[src/rtl/ssd_scan_controller.sv]
`default_nettype none
// ============================================================================
// Module      : ssd_scan_controller
// Description : Multiplexed seven-segment scanner with frame-aligned two-page
//               display, per-digit blinking and registered outputs.
//               Optional leading-zero blanking when SSD_LZB_EN is defined.
// Revision    : 1.0 - initial release
// ============================================================================
module ssd_scan_controller #(
    parameter int DIGITS       = 4,
    parameter int PRESCALE     = 65536,
    parameter int BLINK_FRAMES = 64
) (
    input  logic                  clk,
    input  logic                  rst,
    input  logic                  en,
    input  logic                  page_sel,
    input  logic [4*DIGITS-1:0]   bcd_a,
    input  logic [4*DIGITS-1:0]   bcd_b,
    input  logic [DIGITS-1:0]     blink_mask,
    output logic [DIGITS-1:0]     ssd_ctrl,
    output logic [6:0]            show,
    output logic                  frame_done
);

    localparam int c_IDX_W = (DIGITS > 1) ? $clog2(DIGITS) : 1;
    localparam int c_PS_W  = $clog2(PRESCALE);
    localparam int c_BF_W  = (BLINK_FRAMES > 1) ? $clog2(BLINK_FRAMES) : 1;

    localparam logic [c_IDX_W-1:0] c_IDX_LAST = c_IDX_W'(DIGITS - 1);
    localparam logic [c_PS_W-1:0]  c_PS_LAST  = c_PS_W'(PRESCALE - 1);
    localparam logic [c_BF_W-1:0]  c_BF_LAST  = c_BF_W'(BLINK_FRAMES - 1);
    localparam logic [6:0]         c_SEG_OFF  = 7'b1111111;

    logic [c_PS_W-1:0]   r_presc;
    logic [c_IDX_W-1:0]  r_index;
    logic                r_page;
    logic [c_BF_W-1:0]   r_bcnt;
    logic                r_phase;
    logic                r_frame_done;
    logic [DIGITS-1:0]   r_ssd_ctrl;
    logic [6:0]          r_show;

    logic                w_tick;
    logic                w_frame_end;
    logic [4*DIGITS-1:0] w_page_bcd;
    logic [3:0]          w_digit;
    logic                w_blink_sel;
    logic                w_lz_blank;
    logic [DIGITS-1:0]   w_ctrl_next;
    logic [6:0]          w_show_next;

    function automatic logic [6:0] seg_decode(input logic [3:0] d);
        logic [6:0] seg;
        case (d)
            4'd0:    seg = 7'b1000000;
            4'd1:    seg = 7'b1111001;
            4'd2:    seg = 7'b0100100;
            4'd3:    seg = 7'b0110000;
            4'd4:    seg = 7'b0011001;
            4'd5:    seg = 7'b0010010;
            4'd6:    seg = 7'b0000010;
            4'd7:    seg = 7'b1111000;
            4'd8:    seg = 7'b0000000;
            4'd9:    seg = 7'b0010000;
            default: seg = 7'b0111111;
        endcase
        return seg;
    endfunction

    assign w_tick      = en && (r_presc == c_PS_LAST);
    assign w_frame_end = w_tick && (r_index == c_IDX_LAST);
    assign w_page_bcd  = r_page ? bcd_b : bcd_a;

    // Scan/page/blink state; the page only changes on a frame boundary
    always_ff @(posedge clk or posedge rst) begin
        if (rst) begin
            r_presc      <= '0;
            r_index      <= '0;
            r_page       <= 1'b0;
            r_bcnt       <= '0;
            r_phase      <= 1'b1;
            r_frame_done <= 1'b0;
        end else begin
            r_frame_done <= w_frame_end;
            if (en) begin
                r_presc <= w_tick ? '0 : r_presc + 1'b1;
            end
            if (w_tick) begin
                r_index <= (r_index == c_IDX_LAST) ? '0 : r_index + 1'b1;
            end
            if (w_frame_end) begin
                r_page <= page_sel;
                if (r_bcnt == c_BF_LAST) begin
                    r_bcnt  <= '0;
                    r_phase <= ~r_phase;
                end else begin
                    r_bcnt  <= r_bcnt + 1'b1;
                end
            end
        end
    end

    always_comb begin
        w_digit     = 4'd0;
        w_blink_sel = 1'b0;
        w_ctrl_next = '1;
        for (int i = 0; i < DIGITS; i++) begin
            if (r_index == c_IDX_W'(i)) begin
                w_digit        = w_page_bcd[4*i +: 4];
                w_blink_sel    = blink_mask[i];
                w_ctrl_next[i] = 1'b0;
            end
        end
    end

`ifdef SSD_LZB_EN
    // Running "everything from here upward is zero" flag, top digit down
    always_comb begin
        logic v_zero_above;
        v_zero_above = 1'b1;
        w_lz_blank   = 1'b0;
        for (int i = DIGITS - 1; i >= 1; i--) begin
            v_zero_above = v_zero_above && (w_page_bcd[4*i +: 4] == 4'd0);
            if (r_index == c_IDX_W'(i)) begin
                w_lz_blank = v_zero_above;
            end
        end
    end
`else
    assign w_lz_blank = 1'b0;
`endif

    always_comb begin
        w_show_next = seg_decode(w_digit);
        if ((w_blink_sel && !r_phase) || w_lz_blank) begin
            w_show_next = c_SEG_OFF;
        end
    end

    always_ff @(posedge clk or posedge rst) begin
        if (rst) begin
            r_ssd_ctrl <= '1;
            r_show     <= c_SEG_OFF;
        end else if (!en) begin
            r_ssd_ctrl <= '1;
            r_show     <= c_SEG_OFF;
        end else begin
            r_ssd_ctrl <= w_ctrl_next;
            r_show     <= w_show_next;
        end
    end

    assign ssd_ctrl   = r_ssd_ctrl;
    assign show       = r_show;
    assign frame_done = r_frame_done;

endmodule
`default_nettype wire

[config.mk]
export PLATFORM = sky130hd
export DESIGN_NAME = ssd_scan_controller
export DESIGN_NICKNAME = d
export VERILOG_FILES = /design/src/rtl/ssd_scan_controller.sv
export SDC_FILE = /design/constraint.sdc
export NUM_CORES = 1
export LEC_CHECK = 0
export ABC_AREA = 1
export CORE_ASPECT_RATIO = 0.8
export CORE_UTILIZATION = 35
export CTS_CLUSTER_DIAMETER = 40
export DETAILED_ROUTE_END_ITERATION = 10
export GPL_ROUTABILITY_DRIVEN = 0
export PLACE_DENSITY = 0.72
export SYNTH_ARGS = -nofsm -noshare
export SYNTH_HDL_FRONTEND = slang
export SYNTH_SLANG_ARGS = --single-unit
[constraint.sdc]
create_clock -name clk -period 1.8 [get_ports clk]
set_input_delay 0.54 -clock clk [delete_from_list [all_inputs] [get_ports clk]]
set_output_delay 0.54 -clock clk [all_outputs]
set_load 0.05 [all_outputs]
==> results.sh <==
export IMPL_final_hold_violation_count=0
export IMPL_yosysSeqAreaShare_pct=40.1
export IMPL_skew_ps=5.29
export IMPL_endpoint_kind="flop"
export IMPL_ant_nets=0
export IMPL_rows=26
export IMPL_path_clk_slew_ps=70
export IMPL_mostFrequentLayoutCells="nand2_1 (107), inv_1 (39), clkdlybuf4s50_1 (39)"
export IMPL_avgSynthCellArea_um2=7.25
export IMPL_dp_hpwl_um=4360
export IMPL_die_h_um=76.2
export IMPL_crit_fanout=3
export IMPL_reg2reg_to="show[3]$_DFF_PP1_"
export IMPL_die_w_um=94.7
export IMPL_grt_pass1_wl_um=9950
export IMPL_crit_slowest_cell="dfrtp_1"
export IMPL_worstSetupPathType="flop to flop"
export IMPL_netlist_cell_type_count=33
export IMPL_ff2ff_setup_slack_ps=30
export IMPL_netlist_instances=332
export IMPL_power_leakage_uw=0.00170
export IMPL_power_density_nw_per_um2=585
export IMPL_ys_ff_latch=38
export IMPL_cts_sinks=38
export IMPL_worst_ep_required_time_ps=2030
export IMPL_post_route_util_pct=54.5
export IMPL_period_share_pct=98.6
export IMPL_ff2ff_path_depth=14
export IMPL_critPathLaunch="r_index[1]$_DFFE_PP0N_"
export IMPL_wire_per_inst_um=12.1
export IMPL_max_stage_delay_ps=410
export IMPL_portBuffers=51
export IMPL_rsz0062_at_grt="yes"
export IMPL_status="finished clean"
export IMPL_dr_pass1_iters=4
export IMPL_grt_remaining_overflow=0
export IMPL_start_util_pct=37.0
export IMPL_crit_path_start_kind="flop"
export IMPL_hold_buffers=0
export IMPL_yosysWarningCount=0
export IMPL_cts_root_buf="clkbuf_8"
export IMPL_cts_tree="yes"
export IMPL_worstPathCellList="inv_2 -> ha_4 -> inv_2 -> nor2_4 -> nand3_1 -> nand2_1 -> nand2_2 -> a21oi_4 -> ha_4 -> inv_2 -> nand2_1 -> nand2_1 -> nand2_1 -> nand2_1"
export IMPL_design_core_area_um2=6510
export IMPL_p_total_uw=2070
export IMPL_drt_wl_total_um=5990
export IMPL_dieArea_um2=7220
export IMPL_synthToLayoutAreaGrowth_pct=47.3
export IMPL_report_final_slew_viol_count=0
export IMPL_min_path_cells=2
export IMPL_drtIter0Drc=114
export IMPL_timing_rr_start="r_index[1]$_DFFE_PP0N_"
export IMPL_final_common_cell="nand2_1"
export IMPL_grt_start_max_net_pins=39
export IMPL_finalNetCount=459
export IMPL_n_antenna_cell=0
export IMPL_htreeDepth=2
export IMPL_maxCapViolations=0
export IMPL_setup_viol=0
export IMPL_pin_count=52
export IMPL_cts_buffers=5
export IMPL_tightest_slew_ps=429
export IMPL_drive_gt1_share_pct=25.4
export IMPL_min_path_type="flop to flop"
export IMPL_syn_nets=379
export IMPL_path_common_cell="nand2_1"
export IMPL_fin_crit_ps=1770
export IMPL_route_detailed_drc=0
export IMPL_routed_via_density=4.63
export IMPL_clk_latency_ps=280
export IMPL_syn_cell_area_um2=2410
export IMPL_max_slew_margin_pct=71.2
export IMPL_max_freq_mhz=564
export IMPL_ctsLongestPathBuffers=2
export IMPL_track_usage_pct=17.4
export IMPL_worstHoldStart="r_phase$_DFFE_PP1P_"
export IMPL_vias=2299
export IMPL_ir_worst_vdd_mv=0.249
export IMPL_crit_arrival_ps=2000
export IMPL_antenna_found_initial=0
export IMPL_min_to="r_phase$_DFFE_PP1P_"
export IMPL_first_global_vias=2167
## final cells by class
cell class              instances  area [µm²]
fillers                       573        2960
clock buffers                   6        82.6
inverters                      50         195
well taps                      84         105
multi-input cells             236        1320
flip-flops and latches         38         967
clock inverters                 2        11.3
repair buffers                 81         867
## worst max-delay path: cells and delay by family (launching register included)
family	cells	cell delay, ps
buffers and inverters	3	200
AND/OR/NAND/NOR	8	580
adder cells (fa/ha/maj)	2	370
AO/OA/AOI/OAI	1	160
flip-flops	1	410
## registers in the layout, summed over array words and instances (netlist names)
| register | cells |
|---|---|
| frame_done | 1 |
| r_bcnt | 6 |
| r_index | 2 |
| r_page | 1 |
| r_phase | 1 |
| r_presc | 16 |
| show | 7 |
| ssd_ctrl | 4 |
## routing by layer
layer / vias to the layer above / GRT usage (%) / wire (µm)
met3: 4 / 3.99 / 269
li1: 1185 / - / -
met2: 59 / 26.6 / 2780
met1: 1051 / 24.7 / 2910
met5: - / 0 / 0
met4: 0 / 3.79 / 39
## cells in the mapped netlist, drive strengths merged
master	instances	share of area [%]
a21oi	8	2.8
a22oi	2	0.62
a31oi	1	0.26
buf	6	2.1
clkbuf	2	0.36
dfrtp	26	27
dfstp	12	13
ha	7	3.6
inv	50	7.8
nand2	118	19
nand3	32	6.7
nand3b	1	0.31
nand4	2	0.52
nor2	24	4.3
nor3	7	1.7
nor4	3	1.0
o211ai	1	0.31
o21ai	14	2.9
or2	2	0.52
xnor2	8	2.9
xor2	6	2.2
## how the worst max path moves through the flow
stage / to / slack, ps / cells past startpoint
2_1_floorplan: show[3]$_DFF_PP1_ / 2 / 15
3_3_place_gp: show[3]$_DFF_PP1_ / -220 / 13
3_5_place_dp: show[3]$_DFF_PP1_ / -250 / 13
4_1_cts: show[3]$_DFF_PP1_ / 10 / 13
5_1_grt: show[3]$_DFF_PP1_ / -60 / 16
6_report: show[3]$_DFF_PP1_ / 30 / 14
## cell families after synthesis
| kind of cell | share of synthesized area [%] |
|---|---|
| simple gates | 34.0 |
| compound gates | 6.86 |
| xor+xnor | 5.09 |
| fa+ha+maj | 3.64 |
| flops | 40.1 |
| buf+inv | 10.3 |
## where the power goes
part | switching (µW) | total [µW] | internal, µW | leakage [µW]
clock network | 296 | 605 | 309 | 0.0000515
logic | 221 | 444 | 223 | 0.00122
registers | 87.4 | 1030 | 938 | 0.000431
total | 604 | 2070 | 1470 | 0.00170
## stage by stage
| stage | hold slack (ps) | cells | setup TNS, ps | worst slack, ps | instance area (µm²) |
|---|---|---|---|---|---|
| 6_report | 485 | 497 | 0 | 25.5 | 3550 |
| 5_1_grt | 513 | 497 | -144 | -60.2 | 3550 |
| 4_1_cts | 491 | 496 | 0 | 13.5 | 3480 |
| 3_5_place_dp | 478 | 486 | -2150 | -251 | 3290 |
| 3_3_place_gp | 470 | 486 | -2170 | -224 | 3290 |
| 2_1_floorplan | 461 | 332 | 0 | 2.03 | 2410 |
## what timing repair did
action                     CTS  global route
gates resized for setup     20            19
hold endpoints to repair     0             0
buffers inserted             2             1
pin swaps                    6            14
setup endpoints to repair    7             8
Note: power is estimated with default switching activity, not from simulation.
